File: config.mk
export PLATFORM = sky130hd
export DESIGN_NAME = cal_serial_ctrl
export DESIGN_NICKNAME = d
export VERILOG_FILES = /design/src/rtl/cal_serial_ctrl.sv
export SDC_FILE = /design/constraint.sdc
export NUM_CORES = 1
export LEC_CHECK = 0
export CAP_MARGIN = 0
export CORE_MARGIN = 8
export CORE_UTILIZATION = 47
export DETAILED_ROUTE_END_ITERATION = 16
export PLACE_DENSITY_LB_ADDON = 0.25
export RECOVER_POWER = 25
export SLEW_MARGIN = 25
export SYNTH_ARGS = -nofsm -noshare
export SYNTH_HDL_FRONTEND = slang
export SYNTH_SLANG_ARGS = --single-unit
File: constraint.sdc
create_clock -name clk -period 2.72 [get_ports clk]
set_clock_uncertainty 0.1 [all_clocks]
set_input_delay 0.544 -clock clk [delete_from_list [all_inputs] [get_ports clk]]
set_output_delay 0.544 -clock clk [all_outputs]
set_load 0.01 [all_outputs]
File: src/rtl/cal_serial_ctrl.sv
// Bit-serial sequencer for one external 1-bit cal cell: shifts operands LSB-first,
// recirculates carry and assembles the result. Optional overflow flag: CAL_SERIAL_OVF_EN.
module cal_serial_ctrl #(
  parameter int WIDTH = 4
) (
  input  logic             clk,
  input  logic             reset,
  input  logic             start,
  input  logic             op_l,
  input  logic [1:0]       op_s,
  input  logic [WIDTH-1:0] op_a,
  input  logic [WIDTH-1:0] op_b,
  input  logic             cin0,
  output logic             busy,
  output logic             done,
  output logic [WIDTH-1:0] result,
  output logic             carry_out,
  output logic             cal_a,
  output logic             cal_b,
  output logic             cal_l,
  output logic             cal_c_in,
  output logic [1:0]       cal_s,
  input  logic             cal_out,
  input  logic             cal_c_out
`ifdef CAL_SERIAL_OVF_EN
  ,
  output logic             ovf
`endif
);

  localparam int CNT_W = (WIDTH > 1) ? $clog2(WIDTH) : 1;

  typedef enum logic [1:0] {
    S_IDLE,
    S_RUN,
    S_DONE
  } state_e;

  state_e             state_q, state_d;
  logic [WIDTH-1:0]   a_sh_q, a_sh_d;
  logic [WIDTH-1:0]   b_sh_q, b_sh_d;
  logic [WIDTH-1:0]   result_q, result_d;
  logic [CNT_W-1:0]   cnt_q, cnt_d;
  logic               l_q, l_d;
  logic [1:0]         s_q, s_d;
  logic               carry_q, carry_d;
  logic               carry_out_q, carry_out_d;
  logic               last_bit;
`ifdef CAL_SERIAL_OVF_EN
  logic               ovf_q, ovf_d;
`endif

  assign last_bit = (cnt_q == CNT_W'(WIDTH - 1));

  // NOTE: every target gets a default first so no path leaves it unassigned
  // and no latch is inferred.
  always_comb begin
    state_d     = state_q;
    a_sh_d      = a_sh_q;
    b_sh_d      = b_sh_q;
    result_d    = result_q;
    cnt_d       = cnt_q;
    l_d         = l_q;
    s_d         = s_q;
    carry_d     = carry_q;
    carry_out_d = carry_out_q;
`ifdef CAL_SERIAL_OVF_EN
    ovf_d       = ovf_q;
`endif

    unique case (state_q)
      S_IDLE: begin
        if (start) begin
          a_sh_d  = op_a;
          b_sh_d  = op_b;
          l_d     = op_l;
          s_d     = op_s;
          carry_d = op_l ? 1'b0 : cin0;
          cnt_d   = '0;
          state_d = S_RUN;
`ifdef CAL_SERIAL_OVF_EN
          ovf_d   = 1'b0;
`endif
        end
      end

      S_RUN: begin
        result_d = {cal_out, result_q[WIDTH-1:1]};
        a_sh_d   = a_sh_q >> 1;
        b_sh_d   = b_sh_q >> 1;
        carry_d  = l_q ? 1'b0 : cal_c_out;
        cnt_d    = cnt_q + CNT_W'(1);
        if (last_bit) begin
          state_d     = S_DONE;
          carry_out_d = l_q ? 1'b0 : cal_c_out;
`ifdef CAL_SERIAL_OVF_EN
          // Carry into the MSB is the carry fed to the cell on the last bit.
          ovf_d       = l_q ? 1'b0 : (carry_q ^ cal_c_out);
`endif
        end
      end

      S_DONE: state_d = S_IDLE;

      default: state_d = S_IDLE;
    endcase
  end

  // NOTE: sequential state uses non-blocking assignments so every register
  // samples the pre-edge value of the others.
  always_ff @(posedge clk) begin
    if (reset) begin
      state_q     <= S_IDLE;
      a_sh_q      <= '0;
      b_sh_q      <= '0;
      result_q    <= '0;
      cnt_q       <= '0;
      l_q         <= 1'b0;
      s_q         <= 2'b00;
      carry_q     <= 1'b0;
      carry_out_q <= 1'b0;
`ifdef CAL_SERIAL_OVF_EN
      ovf_q       <= 1'b0;
`endif
    end else begin
      state_q     <= state_d;
      a_sh_q      <= a_sh_d;
      b_sh_q      <= b_sh_d;
      result_q    <= result_d;
      cnt_q       <= cnt_d;
      l_q         <= l_d;
      s_q         <= s_d;
      carry_q     <= carry_d;
      carry_out_q <= carry_out_d;
`ifdef CAL_SERIAL_OVF_EN
      ovf_q       <= ovf_d;
`endif
    end
  end

  // Cell drive comes straight from registers and is gated to zero outside RUN.
  assign busy      = (state_q == S_RUN);
  assign done      = (state_q == S_DONE);
  assign result    = result_q;
  assign carry_out = carry_out_q;
  assign cal_a     = busy & a_sh_q[0];
  assign cal_b     = busy & b_sh_q[0];
  assign cal_l     = busy & l_q;
  assign cal_c_in  = busy & carry_q;
  assign cal_s     = busy ? s_q : 2'b00;
`ifdef CAL_SERIAL_OVF_EN
  assign ovf       = ovf_q;
`endif

endmodule

==> impl_metrics.json <==
{
  "status": "complete, no violations",
  "synthTopCellsByCount": "dfxtp_1, nor2_1, mux2i_1, nand2_1, a211oi_1",
  "seqCellArea_um2": 420,
  "initialDrtViolationCount": 3,
  "clock.fmax_ghz": 0.393,
  "cts-htree-levels": 1,
  "clkTransAtPathRegs_ns": 0.12,
  "path_max_fanout": 14,
  "yosys.area.top_type": "dfxtp_1",
  "drt_wl_total_um": 1830,
  "nNetsFinal": 143,
  "synth_area_leaders": "dfxtp_1, mux2i_1, nor2_1",
  "required_ns": 2.08,
  "yosysTopAreaCellShare": 0.463,
  "post-route-min-period_ns": 2.55,
  "startpoint_type": "flop",
  "die_x_um": 59.9,
  "hold_violations": 0,
  "hp-class": "flop to flop",
  "drc_errors": 0,
  "relSlewSlack": 0.480,
  "ys.flop_type": "dfxtp_1",
  "gr-usage-all-layers": 0.111,
  "cts_tree": "done",
  "io_pins": 30,
  "port_buffers": 29,
  "fin_crit_sh": 0.936,
  "hpwlAfterDp_um": 1380,
  "drive_gt1_frac": 0.0645,
  "multiInputGateArea_um2": 444,
  "seq_area_frac_synth": 0.463,
  "viasPerCell": 5.01,
  "crit_arrival_ns": 1.90,
  "n_antenna_cell": 0,
  "synth_cells": 95,
  "grt_pass1_wl_um": 3020,
  "drv_cap": 0,
  "setup_violations": 0,
  "ctsLongestPathBuffers": 2,
  "yosysUniqueCellTypes": 22,
  "antenna_found_initial": 0,
  "synth_area_um2": 907,
  "worst_pin_slew_ns": 0.777,
  "ir_worst_vdd_v": 0.000364,
  "worst_setup_path_end_kind": "output port",
  "clock_sinks": 21,
  "fill_cells": 182,
  "critPathKind": "flop to output port",
  "maxSlewViolCount": 0,
  "area_growth_syn_to_layout_pct": 35.6,
  "core_um2": 1880,
  "clk_latency_ns": 0.31,
  "fin_util": 0.654,
  "rsz0062_at_grt": "false",
  "post_cts_buffers": 0,
  "num_rows": 16,
  "p_leak_nw": 0.465,
  "dieArea_um2": 3590,
  "routedWlPerCell_um": 12.1,
  "synth_most_common_cell": "dfxtp_1",
  "cts-root-buf": "clkbuf_4",
  "synth_edf_count": 0,
  "finalSetupTns_ns": 0,
  "grt_max_degree": 22,
  "synth-async-reset-ratio": 0,
  "ant_nets": 0,
  "drt_pass1_iterations": 2,
  "synth-seq-cells": 21,
  "die_height_um": 59.9,
  "numCtsBuffers": 3,
  "vias": 757,
  "ctsResizeCount": 0,
  "grt_pass1_vias": 723,
  "grt-ovfl-total": 0,
  "gp_congestion": 0.807,
  "power-per-cell-area_nw_per_um2": 479,
  "yosysWarnings": 0,
  "hold_buffers": 0,
  "syn_nets": 113,
  "avgSynthCellArea_um2": 9.55,
  "initial_utilization": 0.482
}
cells by family (layout without fill, tap and decap cells):
| logic type | after synthesis | count (layout) | share of synthesized area |
|---|---|---|---|
| buf+inv | 7 | 36 | 0.0469 |
| mux | 10 | 10 | 0.110 |
| compound gates | 18 | 18 | 0.139 |
| flops | 21 | 21 | 0.463 |
| fa+ha+maj | 1 | 1 | 0.0138 |
| simple gates | 38 | 38 | 0.226 |
metrics by stage:
stage          hold slack, ns  area (µm²)  power, mW  worst slack (ns)  instances
2_1_floorplan           0.344         907      0.400              1.06         95
3_3_place_gp            0.347        1200      0.440             0.557        147
3_5_place_dp            0.346        1200      0.443             0.511        147
4_1_cts                 0.363        1230      0.592             0.148        151
5_1_grt                 0.390        1230      0.619            0.0513        151
6_report                0.362        1230      0.589             0.174        151
power breakdown:
group | internal, mW | total [mW] | switching, mW
registers | 0.325 | 0.334 | 0.00904
logic | 0.0560 | 0.100 | 0.0441
clock network | 0.0573 | 0.154 | 0.0971
total | 0.439 | 0.589 | 0.150
worst max-delay path: stages (launching register included):
cell and delay [ns]:
dfxtp_1 0.39, nand2b_4 0.19, inv_1 0.28, and2_1 0.19
clkdlybuf4s50_1 0.54
path summary, 6_finish.rpt:
kind / cells past startpoint / slack, ns / startpoint / end
hold / removal: 2 / 0.36 / result[0]$_SDFFE_PP0N_ / result[0]$_SDFFE_PP0N_
setup / recovery: 4 / 0.17 / state_q[1]$_SDFFE_PP0P_ / cal_s[0]
setup reg to reg: 4 / 1.22 / state_q[0]$_SDFFE_PP0P_ / carry_q$_SDFFE_PP0P_
hold reg to reg: 2 / 0.36 / result[0]$_SDFFE_PP0N_ / result[0]$_SDFFE_PP0N_
layout make-up:
cell class	instances	share of cell area
Multi-Input combinational cell	67	0.361
Inverter	2	0.00610
Clock buffer	4	0.0214
Tap cell	27	0.0275
Sequential cell	21	0.342
Timing Repair Buffer	30	0.242
routing by layer:
layer,global-route usage,up-vias,share of wire
met2,0.185,19,0.49
met1,0.119,350,0.42
met5,0,-,0
met3,0.0409,5,0.065
met4,0.0612,0,0.019
li1,-,383,-
cells in the final DEF, fill, tap and decap left out, types with 5 or more instances in the layout:
cell,instances
nor2_1,15
nand2_1,9
and2_1,6
a21oi_1,5
mux2i_1,10
dfxtp_1,21
a211oi_1,7
clkdlybuf4s50_1,28
registers in the layout, indices dropped and copies added (netlist names):
| signal | count |
|---|---|
| b_sh_q | 4 |
| carry_out | 1 |
| carry_q | 1 |
| s_q | 2 |
| state_q | 2 |
| result | 4 |
| l_q | 1 |
| a_sh_q | 4 |
| cnt_q | 2 |
(Power assumes the default switching activity.)
